===== src/rtl/mmio_pkg.sv =====
// Shared definitions for the MMIO key/ART responder: register map, IRQ code,
// FSM encoding and status register layouts.
package mmio_pkg;

    localparam int unsigned ADDR_W    = 64;
    localparam int unsigned DATA_W    = 64;
    localparam int unsigned BYTE_W    = 8;
    localparam int unsigned REG_IDX_W = 3;
    localparam int unsigned VEC_W     = 4;

    localparam logic [ADDR_W-1:0] DEFAULT_BASE_ADDR = 64'h8000_0000;

    localparam logic [REG_IDX_W-1:0] REG_ART_DATA   = 3'd0;
    localparam logic [REG_IDX_W-1:0] REG_ART_STATUS = 3'd1;
    localparam logic [REG_IDX_W-1:0] REG_KEY_DATA   = 3'd2;
    localparam logic [REG_IDX_W-1:0] REG_KEY_STATUS = 3'd3;
    localparam logic [REG_IDX_W-1:0] REG_IRQ_CTRL   = 3'd4;

    localparam logic [VEC_W-1:0] IRQ_VEC_KEY  = 4'd1;
    localparam logic [VEC_W-1:0] IRQ_VEC_NONE = 4'd0;

    typedef enum logic {
        IRQ_IDLE,
        IRQ_PENDING
    } irq_state_e;

    typedef struct packed {
        logic [47:0] rsvd_hi;
        logic [7:0]  count;
        logic [4:0]  rsvd_lo;
        logic        ovf;
        logic        empty;
        logic        full;
    } art_status_t;

    typedef struct packed {
        logic [47:0] rsvd_hi;
        logic [7:0]  count;
        logic [5:0]  rsvd_lo;
        logic        ovf;
        logic        nonempty;
    } key_status_t;

endpackage


===== src/rtl/byte_fifo.sv =====
// Byte-wide synchronous FIFO; a push while full is accepted only when a pop
// happens in the same cycle, a pop while empty is ignored.
module byte_fifo #(
    parameter int unsigned DEPTH = 8
) (
    input  logic                         clk,
    input  logic                         reset,
    input  logic                         push_i,
    input  logic [7:0]                   data_i,
    input  logic                         pop_i,
    output logic                         full_c,
    output logic                         empty_c,
    output logic [$clog2(DEPTH+1)-1:0]   count_o,
    output logic [7:0]                   head_c
);

    localparam int unsigned AW = $clog2(DEPTH);
    localparam int unsigned CW = $clog2(DEPTH + 1);

    logic [7:0]    mem_q [DEPTH];
    logic [AW-1:0] wr_ptr_q, wr_ptr_d;
    logic [AW-1:0] rd_ptr_q, rd_ptr_d;
    logic [CW-1:0] count_q, count_d;
    logic          push_eff_c, pop_eff_c;

    assign full_c     = (count_q == CW'(DEPTH));
    assign empty_c    = (count_q == '0);
    assign pop_eff_c  = pop_i && !empty_c;
    assign push_eff_c = push_i && (!full_c || pop_eff_c);
    assign count_o    = count_q;
    // Head reads as zero when empty so downstream never sees stale storage.
    assign head_c     = empty_c ? 8'h00 : mem_q[rd_ptr_q];

    always_comb begin
        wr_ptr_d = wr_ptr_q;
        rd_ptr_d = rd_ptr_q;
        count_d  = count_q;
        if (push_eff_c) wr_ptr_d = wr_ptr_q + AW'(1);
        if (pop_eff_c)  rd_ptr_d = rd_ptr_q + AW'(1);
        if (push_eff_c && !pop_eff_c)      count_d = count_q + CW'(1);
        else if (pop_eff_c && !push_eff_c) count_d = count_q - CW'(1);
    end

    always_ff @(posedge clk or negedge reset) begin
        if (!reset) begin
            wr_ptr_q <= '0;
            rd_ptr_q <= '0;
            count_q  <= '0;
        end else begin
            wr_ptr_q <= wr_ptr_d;
            rd_ptr_q <= rd_ptr_d;
            count_q  <= count_d;
        end
    end

    always_ff @(posedge clk) begin
        if (push_eff_c) mem_q[wr_ptr_q] <= data_i;
    end

endmodule


===== src/rtl/mmio_key_art_responder.sv =====
// MMIO target: keyboard RX FIFO with key interrupt, ART TX FIFO, and a
// 64-byte register window decoded on the core's single-cycle bus.
module mmio_key_art_responder
    import mmio_pkg::*;
#(
    parameter logic [63:0] BASE_ADDR = DEFAULT_BASE_ADDR,
    parameter int unsigned RX_DEPTH  = 8,
    parameter int unsigned TX_DEPTH  = 8
) (
    input  logic              clk,
    input  logic              reset,
    input  logic [ADDR_W-1:0] bus_address,
    input  logic [DATA_W-1:0] bus_write_data,
    input  logic              bus_write_enable,
    input  logic              bus_read_enable,
    output logic [DATA_W-1:0] bus_read_data,
    output logic [VEC_W-1:0]  interrupt_vector,
    input  logic              interrupt_done,
    input  logic              key_valid,
    input  logic [BYTE_W-1:0] key_data,
    output logic              key_ready,
    output logic              art_valid,
    output logic [BYTE_W-1:0] art_data,
    input  logic              art_ready
);

    localparam int unsigned RX_CW = $clog2(RX_DEPTH + 1);
    localparam int unsigned TX_CW = $clog2(TX_DEPTH + 1);

    logic                 hit_c, wr_hit_c, rd_hit_c;
    logic [REG_IDX_W-1:0] reg_idx_c;
    logic                 unused_c;

    logic                 rx_push_c, rx_pop_c, rx_full_c, rx_empty_c, rx_drain_c;
    logic [RX_CW-1:0]     rx_count_c;
    logic [BYTE_W-1:0]    rx_head_c;
    logic                 tx_push_c, tx_full_c, tx_empty_c;
    logic [TX_CW-1:0]     tx_count_c;
    logic [BYTE_W-1:0]    tx_head_c;
    logic                 irq_wr_c;

    logic                 irq_en_q, irq_en_d;
    logic                 rx_ovf_q, rx_ovf_d;
    logic                 tx_ovf_q, tx_ovf_d;
    logic [DATA_W-1:0]    rdata_q, rdata_d;
    irq_state_e           state_q, state_d;
    logic [VEC_W-1:0]     vector_q, vector_d;

    art_status_t          art_st_c;
    key_status_t          key_st_c;

    assign hit_c     = (bus_address[63:6] == BASE_ADDR[63:6]);
    assign reg_idx_c = bus_address[5:3];
    assign wr_hit_c  = bus_write_enable && hit_c;
    assign rd_hit_c  = bus_read_enable && hit_c;
    assign unused_c  = ^{bus_address[2:0], bus_write_data[63:8]};

    assign irq_wr_c  = wr_hit_c && (reg_idx_c == REG_IRQ_CTRL);
    assign tx_push_c = wr_hit_c && (reg_idx_c == REG_ART_DATA);
    assign rx_push_c = key_valid && key_ready;
    assign rx_pop_c  = rd_hit_c && (reg_idx_c == REG_KEY_DATA);
    // A KEY_DATA read of the last byte with no key arriving empties RX.
    assign rx_drain_c = rx_pop_c && (rx_count_c == RX_CW'(1)) && !rx_push_c;

    byte_fifo #(.DEPTH(RX_DEPTH)) u_rx_fifo (
        .clk     (clk),
        .reset   (reset),
        .push_i  (rx_push_c),
        .data_i  (key_data),
        .pop_i   (rx_pop_c),
        .full_c  (rx_full_c),
        .empty_c (rx_empty_c),
        .count_o (rx_count_c),
        .head_c  (rx_head_c)
    );

    byte_fifo #(.DEPTH(TX_DEPTH)) u_tx_fifo (
        .clk     (clk),
        .reset   (reset),
        .push_i  (tx_push_c),
        .data_i  (bus_write_data[7:0]),
        .pop_i   (art_ready),
        .full_c  (tx_full_c),
        .empty_c (tx_empty_c),
        .count_o (tx_count_c),
        .head_c  (tx_head_c)
    );

    assign key_ready = !rx_full_c;
    assign art_valid = !tx_empty_c;
    assign art_data  = tx_head_c;

    always_comb begin
        art_st_c         = '0;
        art_st_c.count   = 8'(tx_count_c);
        art_st_c.ovf     = tx_ovf_q;
        art_st_c.empty   = tx_empty_c;
        art_st_c.full    = tx_full_c;
        key_st_c         = '0;
        key_st_c.count   = 8'(rx_count_c);
        key_st_c.ovf     = rx_ovf_q;
        key_st_c.nonempty = !rx_empty_c;
    end

    // Control/status registers and read-data capture.
    always_comb begin
        irq_en_d = irq_en_q;
        rx_ovf_d = rx_ovf_q;
        tx_ovf_d = tx_ovf_q;
        rdata_d  = rdata_q;
        if (irq_wr_c) begin
            irq_en_d = bus_write_data[0];
            if (bus_write_data[1]) begin
                rx_ovf_d = 1'b0;
                tx_ovf_d = 1'b0;
            end
        end
        // A drop in the same cycle as a clear still leaves the flag set.
        if (key_valid && !key_ready)                rx_ovf_d = 1'b1;
        if (tx_push_c && tx_full_c && !art_ready)   tx_ovf_d = 1'b1;
        if (bus_read_enable) begin
            rdata_d = '0;
            if (hit_c) begin
                case (reg_idx_c)
                    REG_ART_STATUS: rdata_d = art_st_c;
                    REG_KEY_DATA:   rdata_d = {56'd0, rx_head_c};
                    REG_KEY_STATUS: rdata_d = key_st_c;
                    REG_IRQ_CTRL:   rdata_d = {63'd0, irq_en_q};
                    default:        rdata_d = '0;
                endcase
            end
        end
    end

    // Key interrupt FSM; the vector is registered from the current state.
    always_comb begin
        state_d  = state_q;
        vector_d = (state_q == IRQ_PENDING) ? IRQ_VEC_KEY : IRQ_VEC_NONE;
        case (state_q)
            IRQ_IDLE: begin
                if (irq_en_q && !rx_empty_c) state_d = IRQ_PENDING;
            end
            IRQ_PENDING: begin
                if (interrupt_done || rx_drain_c || (irq_wr_c && !bus_write_data[0]))
                    state_d = IRQ_IDLE;
            end
            default: state_d = IRQ_IDLE;
        endcase
    end

    always_ff @(posedge clk or negedge reset) begin
        if (!reset) begin
            irq_en_q <= 1'b0;
            rx_ovf_q <= 1'b0;
            tx_ovf_q <= 1'b0;
            rdata_q  <= '0;
            state_q  <= IRQ_IDLE;
            vector_q <= IRQ_VEC_NONE;
        end else begin
            irq_en_q <= irq_en_d;
            rx_ovf_q <= rx_ovf_d;
            tx_ovf_q <= tx_ovf_d;
            rdata_q  <= rdata_d;
            state_q  <= state_d;
            vector_q <= vector_d;
        end
    end

    assign bus_read_data    = rdata_q;
    assign interrupt_vector = vector_q;

endmodule


===== config.mk =====
export PLATFORM = sky130hd
export DESIGN_NAME = mmio_key_art_responder
export DESIGN_NICKNAME = d
export VERILOG_FILES = /design/src/rtl/mmio_pkg.sv /design/src/rtl/byte_fifo.sv /design/src/rtl/mmio_key_art_responder.sv
export SDC_FILE = /design/constraint.sdc
export NUM_CORES = 1
export LEC_CHECK = 0
export ABC_CLOCK_PERIOD_IN_PS = 6000
export BUFFER_PORTS_ARGS = -buffer_cell sky130_fd_sc_hd__buf_2
export CORE_MARGIN = 8
export CORE_UTILIZATION = 56
export CTS_CLUSTER_SIZE = 12
export DETAILED_ROUTE_END_ITERATION = 12
export PLACE_DENSITY = 0.93
export SLEW_MARGIN = 10
export SYNTH_ARGS = -nofsm -noshare
export SYNTH_HDL_FRONTEND = slang
export SYNTH_HIERARCHICAL = 1
export SYNTH_SLANG_ARGS = --single-unit
export TNS_END_PERCENT = 20

===== constraint.sdc =====
create_clock -name clk -period 6 [get_ports clk]
set_clock_uncertainty 0.15 [all_clocks]
set_input_delay 1.2 -clock clk [delete_from_list [all_inputs] [get_ports clk]]
set_output_delay 1.2 -clock clk [all_outputs]
set_load 0.01 [all_outputs]

==> results by stage <==
Route:
- In the routed layout, each cell is associated on average with a via count of between 5 and 6.
- In the final routed layout, each cell accounts on average for ~21 microns.
- The DRC violation count after routing is 0.
- After the first detailed-routing iteration, the DRC count stood at between 200 and 300.
- Summing over every cut layer, the via total after detailed routing is roughly 4500.
- The final layout contains routed wiring with a total length of 16600 microns.
- For this run, the detailed router's first-pass iteration total came to 4.
- The residual antenna-violating net count after detailed routing is 0.

Placed design:
- The number of input and output port buffers inserted is about 110.
- After legalization and detailed placement, the total HPWL measured ~12000 microns.
- The pre-CTS setup slack is 0.945 ns.
- The total instance count after detailed placement is ~750.
- At the end of routability-driven placement, the weighted congestion stood at 0.893.

Pwr:
- The worst-case IR drop observed on VDD is roughly 330 uV.
- Power spread over the standard cell area amounts to between 300 and 400 nW/um^2.
- The leakage power figure is approximately 0.0034 uW.

Timing:
- The final number of max-transition violations is 0.
- The max-slew headroom at the worst pin is between 20% and 30%.
- The count of final hold-check violations came to 0.
- The aggregate negative setup slack is 0 ns.
- The final cycle utilization of the critical path is between 70% and 80%.
- The worst path setup slack after routing is around 1.3 ns.
- The final worst hold slack is around 0.30 ns.
- For this run, the top clock speed supported by timing is between 200 and 250 MHz.
- The final critical-path required period is approximately 4.7 ns.
- Setup repair after global routing left no endpoint under its margin.
- At the pin with the least slew margin, the transition time is between 1 and 1.5 ns.
- The final setup violation count is 0.

Floorplanning:
- The die is roughly 130 microns tall.
- The area of the placeable core is 13200 sq um.
- For this design the top-level I/O count stands at about 220.
- The initial utilization of the core area, before any placement, comes to 57.4%.
- The site row count is 42.
- The floorplan step set the die width to 132 microns.
- The die covers between 15000 and 20000 sq um.

Synthesis:
- The synthesized netlist occupies a cell area of about 7600 sq um.
- The synthesized netlist contains 50 unique library cells.
- Sorting the synthesized cells by area gives the leading types as sky130_fd_sc_hd__edfxtp_1 51%, sky130_fd_sc_hd__dfrtp_1 12%, sky130_fd_sc_hd__mux4_2 9.5%.
- Of all flip-flops after synthesis, the portion carrying an async set or reset was between 20% and 30%.
- The number of storage elements in the synthesis netlist is ~170.
- In the synthesized netlist the dominant register cell turns out to be sky130_fd_sc_hd__edfxtp_1.
- The mean instance size in the synthesized netlist is between 15 and 20 sq um.
- The area share of the largest cell type after synthesis is 50.6%.
- Yosys printed 6 warnings.
- The number of cells produced by synthesis is between 400 and 500.
- The share of the Yosys chip area taken by registers is between 60% and 70%.
- The largest total area in the synthesized netlist belongs to sky130_fd_sc_hd__edfxtp_1.
- The number of enable flip-flop cells after synthesis is roughly 130.

CTS:
- For this design, the sink count on the clock tree is approximately 170.
- In this run the deepest clock path goes through 2 buffers.
- The root cell of the clock tree is sky130_fd_sc_hd__clkbuf_16.
- TritonCTS built the clock tree.
- The number of clock buffers added by TritonCTS is 17.
- Once the clock tree was built, the setup fixing pass inserted 0 buffers.
- The clock-pin slew on the worst setup and hold paths is around 0.07 ns.
- The clock latency of the later-clocked register in the worst-skew pair is ~0.42 ns.
- The number of resized instances in the post-cts repair step is 0.
- The number of hold buffers added after CTS is 0.
- The number of H-tree levels is 4.

Job:
- Max-cap violations in this run came to 0.

Layout:
- The library cells used most frequently in the layout, excluding fill and tap cells, are 128 x sky130_fd_sc_hd__edfxtp_1, 106 x sky130_fd_sc_hd__buf_2, 55 x sky130_fd_sc_hd__conb_1.
- The area growth from synthesis to layout is 14.5%.
- The final cell count without fillers is roughly 780.
- The commonest non-fill, non-tap cell in the layout is sky130_fd_sc_hd__edfxtp_1.
- The number of antenna diodes in the final layout is 0.
- Cells fill approximately 66% of the core in the end.
- After the last flow step, the layout net total stands at around 750.
- The fraction of layout instances using a drive strength above 1 is 33.8%.

Worst setup path:
- The setup slack of the most critical reg-to-reg path is between 2 and 3 ns.
- STA classifies the critical path startpoint as an input port.
- The worst-path maximum fanout is 10.
- The path depth of the worst reg2reg path is 11.
- The critical path capture point type is a flop.
- For the worst setup path, the data required time is just over 6 ns.
- The startpoint of the lowest-slack register-to-register path is u_rx_fifo/count_o[1].
- At the worst endpoint, the arrival time is just under 5 ns.
- The destination of the worst register-to-register timing path is u_rx_fifo/count_o[3].
- The critical path is of the in -> reg type.

Outcome:
- The flow ran to the end, and the final reports show no timing, DRC or antenna violations.

Worst hold path:
- The worst-case hold path end point is interrupt_vector[0].
- The path class of the lowest-slack min-delay path is reg -> reg.
- The number of instances on the worst hold path is 0.
- The critical hold path startpoint is state_q.

Global route:
- The first global-routing pass estimated about 26000 microns of wire.
- The number of global-route vias before repair is roughly 5000.
- Global routing used 19.1% of the available tracks across all layers.
- The total global routing overflow is 0.
- The number of antenna violations at the first check in global routing is 2.
- Entering global routing, the biggest net connects 38 pins.
stage by stage:
step                instance area [sq um]  power [uW]
floorplan                            7800        1660
global placement                     8110        1740
detailed placement                   8110        1780
CTS                                  8700        2860
global route                         8700        2960
finish                               8700        2850
cell families after synthesis:
family / synth area share, %
other: 0.0494
flip-flops: 62.8
AND/OR/NAND/NOR: 8.69
multiplexers: 11.5
AO/OA/AOI/OAI: 5.86
adder cells (fa/ha/maj): 2.17
buffers and inverters: 7.53
XOR/XNOR: 1.38
worst max-delay path by stage:
| stage | start | end | slack [ns] | depth (start not counted) |
|---|---|---|---|---|
| 2_1_floorplan | bus_address[43] | u_rx_fifo/count_o[3] | 1.58 | 12 |
| 3_3_place_gp | bus_address[24] | u_rx_fifo/count_o[3] | 1.17 | 13 |
| 5_1_grt | bus_address[11] | u_rx_fifo/count_o[3] | 1.13 | 12 |
| 4_1_cts | bus_address[11] | u_rx_fifo/count_o[3] | 1.38 | 13 |
| 6_report | bus_address[11] | u_rx_fifo/count_o[3] | 1.31 | 13 |
| 3_5_place_dp | bus_address[11] | u_rx_fifo/count_o[3] | 0.94 | 13 |
layer usage:
layer | global-route usage, % | part of all wire, % | vias up
met3 | 6.66 | 7.3 | 44
li1 | - | - | 1999
met5 | 0 | 0.11 | -
met1 | 20.6 | 36 | 2269
met4 | 8.01 | 2.2 | 4
met2 | 33.6 | 54 | 198
worst max-delay path, stage by stage:
cell                       delay (ns)
sky130_fd_sc_hd__buf_2           0.10
sky130_fd_sc_hd__nor4_1          0.41
sky130_fd_sc_hd__nand4_1         0.25
sky130_fd_sc_hd__or4_4           0.59
sky130_fd_sc_hd__nor3_4          0.50
sky130_fd_sc_hd__o21ai_4         0.18
sky130_fd_sc_hd__inv_1           0.10
sky130_fd_sc_hd__ha_1            0.24
sky130_fd_sc_hd__inv_1           0.13
sky130_fd_sc_hd__ha_1            0.36
sky130_fd_sc_hd__or4_1           0.55
sky130_fd_sc_hd__o211ai_1        0.12
sky130_fd_sc_hd__o211ai_1        0.10
cell type report:
cell class                      instances  area [sq um]
Sequential cell                       165          4770
Fill cell                             895          4540
Multi-Input combinational cell        280          2460
Timing Repair Buffer                  116           606
Clock buffer                           17           425
Tap cell                              176           220
Clock inverter                         15           169
Inverter                               14          52.6
where the power goes:
part | total [uW] | switching [uW] | internal (uW) | leakage, uW
clock network | 1090 | 463 | 625 | 0.000289
registers | 1400 | 64.6 | 1330 | 0.00165
logic | 372 | 216 | 156 | 0.00145
Yosys cell counts, types with 2 or more instances:
master	instances
sky130_fd_sc_hd__ha_1	10
sky130_fd_sc_hd__nor2_1	11
sky130_fd_sc_hd__and2_4	2
sky130_fd_sc_hd__nand3_1	10
sky130_fd_sc_hd__xnor2_1	12
sky130_fd_sc_hd__o21ai_0	7
sky130_fd_sc_hd__or3_1	2
sky130_fd_sc_hd__a22o_1	23
sky130_fd_sc_hd__dfrtp_1	37
sky130_fd_sc_hd__mux2_2	5
sky130_fd_sc_hd__inv_1	14
sky130_fd_sc_hd__mux2_4	2
sky130_fd_sc_hd__a2111o_1	2
sky130_fd_sc_hd__buf_4	55
sky130_fd_sc_hd__or4b_4	2
sky130_fd_sc_hd__o21ai_4	2
sky130_fd_sc_hd__mux4_2	32
sky130_fd_sc_hd__nand4_1	6
sky130_fd_sc_hd__or4_1	4
sky130_fd_sc_hd__mux2i_1	7
sky130_fd_sc_hd__nor4_4	2
sky130_fd_sc_hd__clkbuf_1	4
sky130_fd_sc_hd__nor3_1	10
sky130_fd_sc_hd__nand3b_1	6
sky130_fd_sc_hd__buf_2	2
sky130_fd_sc_hd__clkbuf_2	2
sky130_fd_sc_hd__o2bb2ai_1	4
sky130_fd_sc_hd__buf_6	4
sky130_fd_sc_hd__a21oi_1	6
sky130_fd_sc_hd__edfxtp_1	128
sky130_fd_sc_hd__fa_1	2
sky130_fd_sc_hd__buf_1	3
sky130_fd_sc_hd__nor4_1	11
sky130_fd_sc_hd__a31oi_1	2
sky130_fd_sc_hd__or4_4	3
sky130_fd_sc_hd__nand2_1	16
sky130_fd_sc_hd__nand2b_1	4
sky130_fd_sc_hd__nor4_2	3
sky130_fd_sc_hd__o211ai_1	8
registers in the layout, summed over array words and instances, names as in the netlist:
signal / cells
bus_read_data: 12
interrupt_vector: 1
irq_en_q: 1
rx_ovf_q: 1
state_q: 1
tx_ovf_q: 1
u_rx_fifo/count_o: 4
u_rx_fifo/mem_q: 64
u_rx_fifo/rd_ptr_q: 3
u_rx_fifo/wr_ptr_q: 3
u_tx_fifo/count_o: 4
u_tx_fifo/mem_q: 64
u_tx_fifo/rd_ptr_q: 3
u_tx_fifo/wr_ptr_q: 3
(Power assumes the default switching activity.)
